**src/rtl/pwm_capture.sv**
```systemverilog
// PWM capture: measures period and high time of an asynchronous PWM input in clk cycles and
// flags a stuck input with a timeout.
// Optional glitch filter on the synchronized input is enabled by defining PWM_CAP_FILTER_EN.
module pwm_capture #(
  parameter int unsigned CNT_W      = 32,
  parameter int unsigned TIMEOUT    = 1000000,
  parameter int unsigned FILTER_LEN = 4
) (
  input  logic             clk,
  input  logic             rst_n,
  input  logic             en,
  input  logic             pwm_in,
  output logic [CNT_W-1:0] period,
  output logic [CNT_W-1:0] high_time,
  output logic             valid,
  output logic             stuck,
  output logic             stuck_level,
  output logic             busy
);

  localparam logic [1:0] StIdle = 2'd0;
  localparam logic [1:0] StArm  = 2'd1;
  localparam logic [1:0] StHigh = 2'd2;
  localparam logic [1:0] StLow  = 2'd3;

  // Timeout fires on the cycle whose incremented count would reach TIMEOUT.
  localparam logic [CNT_W-1:0] TmoLast = CNT_W'(TIMEOUT - 1);

  if (TIMEOUT < 2 || 64'(TIMEOUT) > ((64'd1 << CNT_W) - 64'd1)) begin : gen_bad_timeout
    $error("pwm_capture: TIMEOUT out of range");
  end
  if (FILTER_LEN < 1) begin : gen_bad_filter_len
    $error("pwm_capture: FILTER_LEN must be at least 1");
  end

  logic sync1_q, sync2_q;
  logic s, s_d_q;
  logic rise, fall;

  // Two-flop synchronizer for the asynchronous PWM input.
  always_ff @(posedge clk or negedge rst_n) begin
    if (!rst_n) begin
      sync1_q <= 1'b0;
      sync2_q <= 1'b0;
    end else begin
      sync1_q <= pwm_in;
      sync2_q <= sync1_q;
    end
  end

`ifdef PWM_CAP_FILTER_EN
  localparam int unsigned FcW = $clog2(FILTER_LEN + 1);

  logic           filt_q;
  logic [FcW-1:0] fcnt_q;

  // Filtered level follows the raw level only after FILTER_LEN consecutive differing cycles.
  always_ff @(posedge clk or negedge rst_n) begin
    if (!rst_n) begin
      filt_q <= 1'b0;
      fcnt_q <= '0;
    end else if (sync2_q == filt_q) begin
      fcnt_q <= '0;
    end else if (fcnt_q == FcW'(FILTER_LEN - 1)) begin
      filt_q <= sync2_q;
      fcnt_q <= '0;
    end else begin
      fcnt_q <= fcnt_q + FcW'(1);
    end
  end

  assign s = filt_q;
`else
  assign s = sync2_q;
`endif

  // Delayed level for edge detection.
  always_ff @(posedge clk or negedge rst_n) begin
    if (!rst_n) begin
      s_d_q <= 1'b0;
    end else begin
      s_d_q <= s;
    end
  end

  assign rise = s & ~s_d_q;
  assign fall = ~s & s_d_q;

  logic [1:0]       state_q, state_d;
  logic [CNT_W-1:0] cnt_q, cnt_d;
  logic [CNT_W-1:0] hi_lat_q, hi_lat_d;
  logic [CNT_W-1:0] period_q, period_d;
  logic [CNT_W-1:0] high_q, high_d;
  logic             stuck_q, stuck_d;
  logic             level_q, level_d;
  logic             valid_q, valid_d;
  logic             tmo;
  logic [CNT_W-1:0] cnt_inc;

  assign cnt_inc = cnt_q + CNT_W'(1);
  // Compare with >= so a fall landing on the last count still times out in LOW next cycle.
  assign tmo     = (cnt_q >= TmoLast);

  // Next-state, counter and report logic.
  always_comb begin
    state_d  = state_q;
    cnt_d    = cnt_q;
    hi_lat_d = hi_lat_q;
    period_d = period_q;
    high_d   = high_q;
    stuck_d  = stuck_q;
    level_d  = level_q;
    valid_d  = 1'b0;
    if (!en) begin
      state_d = StIdle;
      cnt_d   = '0;
    end else begin
      unique case (state_q)
        StIdle: begin
          state_d = StArm;
          cnt_d   = '0;
        end
        StArm: begin
          if (rise) begin
            state_d = StHigh;
            cnt_d   = CNT_W'(1);
          end else if (tmo) begin
            state_d  = StArm;
            cnt_d    = '0;
            period_d = '0;
            high_d   = '0;
            stuck_d  = 1'b1;
            level_d  = s;
            valid_d  = 1'b1;
          end else begin
            cnt_d = cnt_inc;
          end
        end
        StHigh: begin
          if (fall) begin
            hi_lat_d = cnt_q;
            state_d  = StLow;
            cnt_d    = cnt_inc;
          end else if (rise) begin
            // Missed fall: treat as fall + rise, so the high time equals the period.
            hi_lat_d = cnt_q;
            period_d = cnt_q;
            high_d   = cnt_q;
            stuck_d  = 1'b0;
            valid_d  = 1'b1;
            state_d  = StHigh;
            cnt_d    = CNT_W'(1);
          end else if (tmo) begin
            state_d  = StArm;
            cnt_d    = '0;
            period_d = '0;
            high_d   = '0;
            stuck_d  = 1'b1;
            level_d  = s;
            valid_d  = 1'b1;
          end else begin
            cnt_d = cnt_inc;
          end
        end
        StLow: begin
          if (rise) begin
            period_d = cnt_q;
            high_d   = hi_lat_q;
            stuck_d  = 1'b0;
            valid_d  = 1'b1;
            state_d  = StHigh;
            cnt_d    = CNT_W'(1);
          end else if (tmo) begin
            state_d  = StArm;
            cnt_d    = '0;
            period_d = '0;
            high_d   = '0;
            stuck_d  = 1'b1;
            level_d  = s;
            valid_d  = 1'b1;
          end else begin
            cnt_d = cnt_inc;
          end
        end
        default: begin
          state_d = StIdle;
          cnt_d   = '0;
        end
      endcase
    end
  end

  // State, counter and output registers.
  always_ff @(posedge clk or negedge rst_n) begin
    if (!rst_n) begin
      state_q  <= StIdle;
      cnt_q    <= '0;
      hi_lat_q <= '0;
      period_q <= '0;
      high_q   <= '0;
      stuck_q  <= 1'b0;
      level_q  <= 1'b0;
      valid_q  <= 1'b0;
    end else begin
      state_q  <= state_d;
      cnt_q    <= cnt_d;
      hi_lat_q <= hi_lat_d;
      period_q <= period_d;
      high_q   <= high_d;
      stuck_q  <= stuck_d;
      level_q  <= level_d;
      valid_q  <= valid_d;
    end
  end

  assign period      = period_q;
  assign high_time   = high_q;
  assign valid       = valid_q;
  assign stuck       = stuck_q;
  assign stuck_level = level_q;
  assign busy        = (state_q != StIdle);

endmodule

```
**config.mk**
```make
export PLATFORM = sky130hd
export DESIGN_NAME = pwm_capture
export DESIGN_NICKNAME = d
export VERILOG_FILES = /design/src/rtl/pwm_capture.sv
export SDC_FILE = /design/constraint.sdc
export NUM_CORES = 1
export LEC_CHECK = 0
export ABC_AREA = 1
export BUFFER_PORTS_ARGS = -buffer_cell sky130_fd_sc_hd__buf_2
export CORE_MARGIN = 2
export CORE_UTILIZATION = 54
export DETAILED_ROUTE_END_ITERATION = 8
export HOLD_SLACK_MARGIN = 0.06
export PLACE_DENSITY = 0.77
export SKIP_LAST_GASP = 1
export SYNTH_ARGS = -nofsm -noshare
export SYNTH_HDL_FRONTEND = slang
export SYNTH_SLANG_ARGS = --single-unit
```
**constraint.sdc**
```tcl
create_clock -name clk -period 1.7 [get_ports clk]
set_input_delay 0.51 -clock clk [delete_from_list [all_inputs] [get_ports clk]]
set_output_delay 0.51 -clock clk [all_outputs]
set_load 0.01 [all_outputs]
```
==> impl_metrics.env <==
export IMPL_status="complete, but fails checks"
export IMPL_violations="setup timing"
export IMPL_clock_fmax_mhz=486
export IMPL_ir_worst_vdd_uv=679
export IMPL_hpwl_um=14500
export IMPL_wl_um=26900
export IMPL_synth_flop_cell="dfrtp_1"
export IMPL_fin_ws_ps=-359
export IMPL_wl_met2_um=12500
export IMPL_syn_to_final_growth_pct=40.7
export IMPL_wl_met1_um=9880
export IMPL_worst_pin_slew_ps=396
export IMPL_grt_pass1_wl_um=37700
export IMPL_maxSlewViolCount=0
export IMPL_synth_fp_nets=1010
export IMPL_avgSynthCellArea_um2=7.37
export IMPL_rsz0062_at_grt="true"
export IMPL_fin_area_mm2=0.0104
export IMPL_htree_levels=4
export IMPL_wl_per_cell_um=19.3
export IMPL_die_y_um=121
export IMPL_synth_common_cells="nand2_1, dfrtp_1, nand3_1"
export IMPL_fillCellCount=766
export IMPL_start_kind="flip-flop"
export IMPL_netlist_top_cells_area="dfrtp_1, nand2_1, nand3_1"
export IMPL_portBuffers=71
export IMPL_gp_congestion=0.937
export IMPL_cap_violations=0
export IMPL_antenna_left=0
export IMPL_synth_top_area_share_pct=46.0
export IMPL_cts_buffer_depth=2
export IMPL_postPlaceCellArea_mm2=0.00892
export IMPL_vias=8423
export IMPL_maxSlewHeadroom_pct=73.3
export IMPL_ys_seq_area_share_pct=46.0
export IMPL_drtPass1Iterations=7
export IMPL_clock_root_buffer="clkbuf_16"
export IMPL_start_util_pct=55.6
export IMPL_drive_gt1_share_pct=32.6
export IMPL_p_leak_nw=5.22
export IMPL_core_mm2=0.0133
export IMPL_antenna_found_initial=0
export IMPL_critPathRequiredTime_ps=2000
export IMPL_finalHoldViolCount=0
export IMPL_dr_wl_met3_um=2990
export IMPL_p_total_mw=8.94
export IMPL_drc_errors=0
export IMPL_worstSkewPairLatency_ps=430
export IMPL_rows=42
export IMPL_grt_max_degree=50
export IMPL_drt_first_iter_violations=1140
export IMPL_synth_most_common_cell="nand2_1"
export IMPL_ys_seq_elements=136
export IMPL_worstPathMaxFanout=6
export IMPL_finalCritPeriodShare_pct=121
export IMPL_p_per_area_mw_per_mm2=859
export IMPL_setup_viol=102
export IMPL_yosys_warnings=0
export IMPL_syn_area_mm2=0.00739
export IMPL_synth_top_area_cell="dfrtp_1"
export IMPL_synth_async_reset_ratio_pct=100
export IMPL_fin_nets=1213
export IMPL_num_io_pins=72
export IMPL_cts_buffers=17
export IMPL_cts_tree="done"
export IMPL_yosys_cell_types_count=35
export IMPL_diodes=0
export IMPL_setup_tns_ps=-24650
export IMPL_period_minus_slack_ps=2060
export IMPL_cp_end_kind="flip-flop"
export IMPL_hold_path_class="input pin to flip-flop"
export IMPL_fin_skew_ps=11.1
export IMPL_clk_pin_slew_ps=60
export IMPL_rrSetupSlack_ps=-360
export IMPL_synth_cells=1003
export IMPL_die_area_mm2=0.0146
export IMPL_cts_sinks=136
export IMPL_grtUsageTotal_pct=32.9
export IMPL_grt_overflow_total=0
export IMPL_arrival_ps=2360
export IMPL_synth_edf_count=0
export IMPL_avgViaCountPerCell=6.05
export IMPL_highest_layer="met4"
export IMPL_path_class="flip-flop to flip-flop"
export IMPL_grt_pass1_vias=7505
export IMPL_die_x_um=121
## metal layers
layer / GRT usage (%) / up-vias
li1: - / 3653
met1: 43.9 / 3943
met2: 52.7 / 669
met3: 6.11 / 158
met4: 14.0 / 0
met5: 0 / -
## report_power, final
group	leakage [nW]	total, mW	internal [mW]	switching, mW
sequential	1.79	3.79	3.48	0.305
clock	0.272	3.51	2.18	1.34
combinational	3.15	1.63	0.711	0.924
total	5.22	8.94	6.37	2.57
## logic make-up (layout without fill, tap and decap cells)
kind of cell / Yosys count / in the layout / share of synthesized area, %
AND/OR/NAND/NOR: 559 / 559 / 33.7
buffers and inverters: 162 / 375 / 8.73
flip-flops: 136 / 136 / 46.0
AO/OA/AOI/OAI: 131 / 131 / 9.61
XOR/XNOR: 12 / 12 / 1.42
adder cells (fa/ha/maj): 3 / 3 / 0.508
## critical path, cell delays in order (launching register included)
cell and delay (ps):
dfrtp_1 450, ha_4 200, nand3_4 80, o21ai_2 190, nand2_2 90, nand2_2 90
nand2_4 90, nand2_4 120, buf_8 140, nand2_8 130, buf_16 170, o211ai_1 100
nand2_1 90
## cell usage in the layout, fill, tap and decap left out, types with 4 or more instances in the layout
cell / synthesis / layout
nand2_1: 295 / 277
buf_4: 5 / 138
dfrtp_1: 136 / 132
inv_1: 99 / 91
nand3_1: 106 / 82
o21ai_0: 102 / 75
buf_2: 7 / 69
nor2_1: 59 / 40
nand4_1: 37 / 37
nand3_2: 0 / 21
o21ai_1: 3 / 21
clkbuf_16: 0 / 19
nand2_2: 5 / 18
buf_12: 0 / 16
inv_2: 7 / 15
nor2_2: 0 / 13
nor3_2: 2 / 13
or2_0: 13 / 13
xor2_1: 12 / 11
o21ai_2: 1 / 10
nor3_1: 22 / 9
or2_1: 9 / 9
o211ai_1: 8 / 8
buf_6: 1 / 8
nor2_4: 1 / 7
a21oi_2: 0 / 6
clkbuf_8: 0 / 5
a2bb2oi_1: 8 / 4
a2bb2oi_2: 0 / 4
clkbuf_1: 39 / 4
dfrtp_2: 0 / 4
## cell type report
cell class,instances,area [um2],area share (%)
clock buffer,26,509,4.90
clock inverter,3,40.0,0.385
inverter,107,402,3.86
multi-input combinational,705,3860,37.1
sequential,136,3410,32.8
tap,176,220,2.12
timing repair buffer,239,1960,18.9
## per-stage QoR
step,std cells,hold WS (ps),setup WS (ps),utilization (%)
3_5_place_dp,1331,346,-185,67.1
6_report,1392,193,-359,78.2
2_1_floorplan,1003,214,-21.9,-
5_1_grt,1392,183,-417,78.2
4_1_cts,1377,189,-162,74.4
3_3_place_gp,1331,335,-180,67.1
## flip-flops by register name (all words and copies together) (netlist names)
register     flops
cnt_q           32
hi_lat_q        32
high_time       32
period          32
s                1
s_d_q            1
state_q          2
stuck            1
stuck_level      1
sync1_q          1
valid            1
## worst paths after layout
path / startpoint / endpoint / cells past startpoint
setup / recovery: cnt_q[0]$_DFF_PN0_ / high_time[24]$_DFFE_PN0P_ / 12
hold / removal: pwm_in / sync1_q$_DFF_PN0_ / 1
setup reg to reg: cnt_q[0]$_DFF_PN0_ / high_time[24]$_DFFE_PN0P_ / 12
max in group asynchronous: rst_n / stuck_level$_DFFE_PN0P_ / 3
min in group asynchronous: rst_n / hi_lat_q[4]$_DFFE_PN0P_ / 2
hold reg to reg: sync1_q$_DFF_PN0_ / s$_DFF_PN0_ / 0
## timing repair
item,CTS,global route
gates resized for setup,73,96
hold endpoints to repair,17,0
hold buffers,1,0
cloned,3,3
endpoints found under the setup margin,100,134
pin swaps,17,39
buffers inserted,13,15
Power figures use the tool's default switching activity.
